## config.mk

```make
export PLATFORM = sky130hd
export DESIGN_NAME = cmp_share_arbiter
export DESIGN_NICKNAME = d
export VERILOG_FILES = /design/src/rtl/cmp_share_arbiter.sv
export SDC_FILE = /design/constraint.sdc
export NUM_CORES = 1
export LEC_CHECK = 0
export BUFFER_PORTS_ARGS = -buffer_cell sky130_fd_sc_hd__buf_2
export CAP_MARGIN = 40
export CELL_PAD_IN_SITES_DETAIL_PLACEMENT = 1
export CELL_PAD_IN_SITES_GLOBAL_PLACEMENT = 1
export CORE_AREA = 2 2 72 74
export CTS_BUF_LIST = sky130_fd_sc_hd__clkbuf_16
export DETAILED_ROUTE_END_ITERATION = 16
export DIE_AREA = 0 0 74 76
export PLACE_DENSITY_LB_ADDON = 0.1
export SLEW_MARGIN = 0
export SYNTH_ARGS = -nofsm -noshare
export SYNTH_HDL_FRONTEND = slang
export SYNTH_SLANG_ARGS = --single-unit
```

## constraint.sdc

```tcl
create_clock -name clk -period 3.2 [get_ports clk]
set_input_delay 0.32 -clock clk [delete_from_list [all_inputs] [get_ports clk]]
set_output_delay 0.32 -clock clk [all_outputs]
set_load 0.01 [all_outputs]
```

## src/rtl/cmp_share_arbiter.sv

```systemverilog
`default_nettype none
// ============================================================================
// Module   : cmp_share_arbiter
// Brief    : Round-robin arbiter sharing one unsigned eq/gt/lt comparator
//            between N_REQ requesters, with a single registered response.
//            Optional macro CMP_SHARE_STATS_EN adds saturating result counters.
// Revision : 1.0  initial release
// ============================================================================
module cmp_share_arbiter #(
    parameter int N_REQ = 4,
    parameter int WIDTH = 8
) (
    input  logic                       clk,
    input  logic                       rst,
    input  logic [N_REQ-1:0]           req_valid,
    output logic [N_REQ-1:0]           req_ready,
    input  logic [N_REQ*WIDTH-1:0]     req_a,
    input  logic [N_REQ*WIDTH-1:0]     req_b,
    output logic                       rsp_valid,
    input  logic                       rsp_ready,
    output logic [$clog2(N_REQ)-1:0]   rsp_id,
    output logic                       rsp_eq,
    output logic                       rsp_gt,
    output logic                       rsp_lt,
`ifdef CMP_SHARE_STATS_EN
    output logic [15:0]                cnt_eq,
    output logic [15:0]                cnt_gt,
    output logic [15:0]                cnt_lt,
`endif
    output logic                       busy
);

    localparam int ID_W = $clog2(N_REQ);

    logic [ID_W-1:0]  r_rr_ptr;
    logic             r_rsp_valid;
    logic [ID_W-1:0]  r_rsp_id;
    logic             r_rsp_eq;
    logic             r_rsp_gt;
    logic             r_rsp_lt;

    logic             w_found;
    logic [ID_W-1:0]  w_grant;
    logic             w_can_accept;
    logic             w_xfer;
    logic [WIDTH-1:0] w_a;
    logic [WIDTH-1:0] w_b;
    logic [ID_W-1:0]  w_next_ptr;

    // Rotating priority scan starting at r_rr_ptr; inner loop keeps indices constant.
    always_comb begin
        w_found = 1'b0;
        w_grant = '0;
        for (int k = 0; k < N_REQ; k++) begin
            int w_idx;
            w_idx = int'(r_rr_ptr) + k;
            if (w_idx >= N_REQ) begin
                w_idx = w_idx - N_REQ;
            end
            for (int i = 0; i < N_REQ; i++) begin
                if (!w_found && (w_idx == i) && req_valid[i]) begin
                    w_found = 1'b1;
                    w_grant = ID_W'(i);
                end
            end
        end
    end

    assign w_can_accept = !r_rsp_valid || rsp_ready;
    assign w_xfer       = w_found && w_can_accept && !rst;
    assign w_next_ptr   = (w_grant == ID_W'(N_REQ - 1)) ? '0 : w_grant + ID_W'(1);

    always_comb begin
        w_a       = '0;
        w_b       = '0;
        req_ready = '0;
        for (int i = 0; i < N_REQ; i++) begin
            if (w_grant == ID_W'(i)) begin
                w_a          = req_a[i*WIDTH +: WIDTH];
                w_b          = req_b[i*WIDTH +: WIDTH];
                req_ready[i] = w_xfer;
            end
        end
    end

    always_ff @(posedge clk) begin
        if (rst) begin
            r_rr_ptr    <= '0;
            r_rsp_valid <= 1'b0;
            r_rsp_id    <= '0;
            r_rsp_eq    <= 1'b0;
            r_rsp_gt    <= 1'b0;
            r_rsp_lt    <= 1'b0;
        end else if (w_xfer) begin
            r_rr_ptr    <= w_next_ptr;
            r_rsp_valid <= 1'b1;
            r_rsp_id    <= w_grant;
            r_rsp_eq    <= (w_a == w_b);
            r_rsp_gt    <= (w_a >  w_b);
            r_rsp_lt    <= (w_a <  w_b);
        end else if (r_rsp_valid && rsp_ready) begin
            // Drain only: payload fields keep their last values.
            r_rsp_valid <= 1'b0;
        end
    end

    assign rsp_valid = r_rsp_valid;
    assign rsp_id    = r_rsp_id;
    assign rsp_eq    = r_rsp_eq;
    assign rsp_gt    = r_rsp_gt;
    assign rsp_lt    = r_rsp_lt;
    assign busy      = r_rsp_valid || (|req_valid);

`ifdef CMP_SHARE_STATS_EN
    logic [15:0] r_cnt_eq;
    logic [15:0] r_cnt_gt;
    logic [15:0] r_cnt_lt;
    logic        w_rsp_hs;

    assign w_rsp_hs = r_rsp_valid && rsp_ready;

    always_ff @(posedge clk) begin
        if (rst) begin
            r_cnt_eq <= '0;
            r_cnt_gt <= '0;
            r_cnt_lt <= '0;
        end else if (w_rsp_hs) begin
            if (r_rsp_eq && (r_cnt_eq != 16'hFFFF)) r_cnt_eq <= r_cnt_eq + 16'd1;
            if (r_rsp_gt && (r_cnt_gt != 16'hFFFF)) r_cnt_gt <= r_cnt_gt + 16'd1;
            if (r_rsp_lt && (r_cnt_lt != 16'hFFFF)) r_cnt_lt <= r_cnt_lt + 16'd1;
        end
    end

    assign cnt_eq = r_cnt_eq;
    assign cnt_gt = r_cnt_gt;
    assign cnt_lt = r_cnt_lt;
`endif

endmodule
`default_nettype wire
```

### Yosys cells after proc, flatten, opt, wreduce, memory -nomap -nowiden

Index checks and enable logic that the tools add are counted.
W data, S select, Z words.

* register bits: 8
* input bits: 71
* output and inout port bits: 11
* logic and storage cells: 146

* add/subtract/negate cells: 8
* $lt $le $gt $ge: 6
* equality and inequality tests: 16
* multiplexer cells: 50
* reduce and logical (&&, ||, !) cells: 60

Operator list (number)
* $eq A32 B3 Y1 const B: 8
* $eq A32 B2 Y1 const B: 4
* $logic_not A32 Y1: 4
* $mux W32: 4
* $mux W8: 8
* $logic_and A1 B1 Y1: 34
* $mux W2: 15
* $mux W1: 23
* $logic_not A1 Y1: 17
* $sub A3 B3 Y4 const B: 3
* $ge A3 B3 Y1 const B: 3
* $eq A8 B8 Y1: 1
* $gt A8 B8 Y1: 1
* $lt A8 B8 Y1: 1
* $add A2 B2 Y3 const B: 2
* $eq A2 B2 Y1 const B: 2
* $reduce_or A4 Y1: 1
* $sub A2 B3 Y4 const B: 1
* $add A2 B1 Y3 const B: 1
* $ge A2 B3 Y1 const B: 1
* $add A2 B1 Y2 const B: 1
* $eq A2 B1 Y1 const B: 1
* $logic_not A2 Y1: 1
* $logic_or A1 B1 Y1: 2
* $reduce_bool A2 Y1: 1

### Depth between registers and ports, before layout

* depth in word-level cells: 71
* gate-level depth with buffers: 17
* mapped depth without buffers: 14

### Worst setup path after synthesis

OpenSTA, ideal clock, no wires.

* kind: register -> register
* from: register r_rr_ptr[1]
* to: register r_rsp_lt (netlist: rsp_lt)
* library setup time: 0.117 ns
* data arrival time: 3.098 ns
* required time: 3.083 ns
* path slack: -0.015 ns
* cell stages (with the launch flop): 17
* path buffers: 3
* path through: dfxtp_1 clkbuf_1 mux2i_1 nor2_1 or3_1 inv_1 ha_1 buf_2 nor2b_2 buf_2 a221oi_1 o31ai_1 ha_1 nor2b_1 o211ai_1 a31o_2 a32o_1

* longest elaborated chain between the ends: 71

RTL lines
* start, declared: RTL line 35 `logic [ID_W-1:0] r_rr_ptr;`
* start signal, assigned: RTL line 95 `r_rr_ptr <= w_next_ptr;`
* $sub A2 B3 Y4 or $ge A2 B3 Y1 (tied branches): RTL line 58, 57
* $mux W32: RTL line 57 `if (w_idx >= N_REQ) begin`
* $logic_not A32 Y1: RTL line 61 `if (!w_found && (w_idx == i) && req_valid[i]) begin`
* $logic_and A1 B1 Y1: RTL line 61
* $mux W1: RTL line 61
* $logic_not A1 Y1: RTL line 61
* $logic_and A1 B1 Y1 (2 in series): RTL line 61
* $mux W1: RTL line 61
* (+51 left out)
* $mux W1: RTL line 61
* $logic_not A1 Y1: RTL line 61
* $logic_and A1 B1 Y1 (2 in series): RTL line 61
* $mux W2 (*): RTL line 61
* net w_grant[0]: RTL line 43 `logic [ID_W-1:0] w_grant;`
* $logic_not A2 Y1: RTL line 78 `if (w_grant == ID_W'(i)) begin`
* $mux W8 (4 in series): RTL line 78
* $lt A8 B8 Y1 (*): RTL line 100 `r_rsp_lt <= (w_a < w_b);`
* end signal, assigned: RTL line 100
* end, declared: RTL line 40 `logic r_rsp_lt;`

The timed path passes the listed nets; every way through them passes the cells marked *.
A chain may end at the register's enable or synchronous reset.

### Worst setup path after layout

Ends and elaborated chain as after synthesis.

==> metrics.md <==
| Metric | Value |
|---|---|
| TritonCTS Sinks | 8 |
| Hold_ws | 354 ps |
| Max-cap violations | 0 |
| PnR worst setup slack | 191 ps |
| Clk slew on worst S/H paths | 40 ps |
| Commonest non-fill, non-tap cells in the layout | buf_2, nor2b_1, a21oi_1, a221oi_1, nand2_1 |
| Layout cells sized above 1 | 48.7% |
| Hold_buf cts | 0 |
| Initial Util | 23.0% |
| Kind of critical path | flop to flop |
| Area leader, netlist | dfxtp_1 |
| Cell area after synthesis | 1130 um^2 |
| Worst r2r path cells | 14 |
| Reg-to-Reg End | rsp_lt$_SDFFE_PP0P_ |
| Setup TNS | 0 ps |
| Pre-CTS WS | -157 ps |
| P&R area growth vs syn | 66.5% |
| Synth unique cells | 37 |
| Final setup viols | 0 |
| Area contributors post-synth | dfxtp_1, ha_1, a221oi_1 |
| FF+latch count, synth | 8 |
| Overall Global Routing Usage | 15.8% |
| Final min period | 3010 ps |
| Row cnt | 26 |
| Drt drc | 0 |
| Final Hold Fails | 0 |
| Initial antenna violation count | 0 |
| Final slew viol count | 0 |
| Lkg Pwr | 0.863 nW |
| Nature of the critical path startpoint | flop |
| Placement Cell Area | 1650 um^2 |
| Critical Path Fanout Max | 16 |
| Yosys top cell area share | 14.2% |
| Power Dens Cells | 431 nW/um^2 |
| Peak supply drop | 0.146 mV |
| Worst hold path depth | 2 |
| Skew-Pair Late Insertion Delay | 240 ps |
| Detailed placer's ending HPWL | 3.50 mm |
| Port-buffer cells | 81 |
| Num ports | 82 |
| RR Startpoint | r_rr_ptr[1]$_SDFFE_PP0P_ |
| Hold endpoint | r_rr_ptr[0]$_SDFFE_PP0P_ |
| Final nets | 323 |
| Commonest non-fill, non-tap cell in the layout | buf_2 |
| Slew margin rel. | 72.1% |
| Post-DRT Antenna Nets | 0 |
| Final Total Pwr | 0.811 mW |
| Critical path capture point type | flop |
| Prevailing post-synth register cell | dfxtp_1 |
| Number of synthesized flops with an enable pin | 0 |
| Pin count of the biggest net entering global routing | 34 |
| Reg-to-reg slack, setup | 190 ps |
| Status | finished, final reports clean |
| Global-route wire length before repair | 7.22 mm |
| Die width | 74 um |
| CTS root buf | clkbuf_16 |
| Min-Delay Startpoint | rst |
| Mean routed wirelength per cell | 14.6 um |
| RSZ-0062 raised after global routing | false |
| Post-route clock skew | 1.93 ps |
| HP Class | primary input to flop |
| Core Region | 4910 um^2 |
| Vias in the first global route | 1594 |
| Total routed wirelength | 4.50 mm |
| Final instance area | 1880 um^2 |
| Seq/Total Area, Yosys | 14.2% |
| H-tree depth | 1 |
| DR pass1 iterations | 4 |
| Overflow after GRT | 0 |
| GPL Wtd Cong | 0.728 |
| Via Count | 1521 |
| Die Span Y | 76 um |
| Number of diodes | 0 |
| Die outline area | 5620 um^2 |
| Worst slew pin tran | 415 ps |
| Arrival @ worst endpoint | 3130 ps |
| Mapped Cells | 152 |
| Synth Area per Inst | 7.42 um^2 |
| CTS tree | yes |
| Iter 0 DRT Violations | 25 |
| Final worst-path cycle share | 94.0% |
| Synth async-reset ratio | 0% |
| Clock buffers created by TritonCTS | 3 |
| Vias per cell | 4.94 |
| Peak Freq | 332 MHz |
| Required time of the critical path | 3320 ps |
| CTS Buffer Depth | 2 |
| Syn nets | 235 |
| Yosys Warn Count | 0 |
[flip-flops by register name, summed over array words and instances (netlist names)]
register   flops
r_rr_ptr       2
rsp_eq         1
rsp_gt         1
rsp_id         2
rsp_lt         1
rsp_valid      1
[report_power, final]
part | internal, mW | leakage, nW | switching, mW
Clock | 0.162 | 0.0370 | 0.0546
Sequential | 0.114 | 0.0669 | 0.00831
Combinational | 0.233 | 0.759 | 0.239
Total | 0.509 | 0.863 | 0.302
[logic make-up after synthesis]
family	count (synthesis)	share of synthesized area [%]
adder cells (fa/ha/maj)	12	13.3
buffers and inverters	19	7.32
AO/OA/AOI/OAI	54	34.6
AND/OR/NAND/NOR	58	29.7
multiplexers	1	0.887
flip-flops	8	14.2
[layout make-up]
type / count / area, um^2
clock buffers: 3 / 75.1
fillers: 617 / 3030
inverters: 5 / 18.8
multi-input cells: 126 / 966
flip-flops and latches: 8 / 164
well taps: 70 / 87.6
repair buffers: 96 / 568
[what timing repair did]
action | 4_1_cts | 5_1_grt
gates cloned | 0 | 1
pin swaps | 1 | 3
buffers inserted | 0 | 6
setup endpoints to repair | 2 | 3
resized for setup | 3 | 16
[cells in the mapped netlist (all sizes together) (3+ instances only)]
master,instances
nand2,12
nor2b,18
o31ai,7
ha,12
inv,5
buf,6
clkbuf,8
and2,4
a211oi,3
dfxtp,8
a21oi,16
nor2,4
a221oi,15
nor3,10
[per-layer routing]
metal | global-route usage (%) | part of all wire [%]
met1 | 20.7 | 44
met2 | 27.1 | 50
met3 | 1.98 | 5.2
met4 | 3.45 | 0.80
met5 | 0 | 0
[through the flow]
step,util [%],cells
floorplan,-,152
global placement,33.6,298
detailed placement,33.6,298
CTS,35.4,301
global route,38.3,308
finish,38.3,308
[critical path, stage by stage (launching register included)]
cell and delay (ps):
dfxtp_4 360, mux2i_1 190, nor2_1 70, or3_4 390
inv_2 100, ha_4 190, buf_12 150, a221oi_1 90
nor3_1 240, a21oi_1 80, ha_1 340, o21a_1 130
o211ai_1 90, a31o_2 240, a32o_1 240
[how the worst max path moves through the flow]
stage | startpoint | end | slack [ps] | cells after the start
2_1_floorplan | r_rr_ptr[1]$_SDFFE_PP0P_ | rsp_lt$_SDFFE_PP0P_ | 60 | 16
3_3_place_gp | req_valid[0] | rsp_lt$_SDFFE_PP0P_ | -40 | 13
3_5_place_dp | req_valid[0] | rsp_gt$_SDFFE_PP0P_ | -160 | 12
4_1_cts | r_rr_ptr[1]$_SDFFE_PP0P_ | rsp_lt$_SDFFE_PP0P_ | 5 | 13
5_1_grt | r_rr_ptr[1]$_SDFFE_PP0P_ | rsp_lt$_SDFFE_PP0P_ | 10 | 14
6_report | r_rr_ptr[1]$_SDFFE_PP0P_ | rsp_lt$_SDFFE_PP0P_ | 190 | 14
Power figures use the tool's default switching activity.
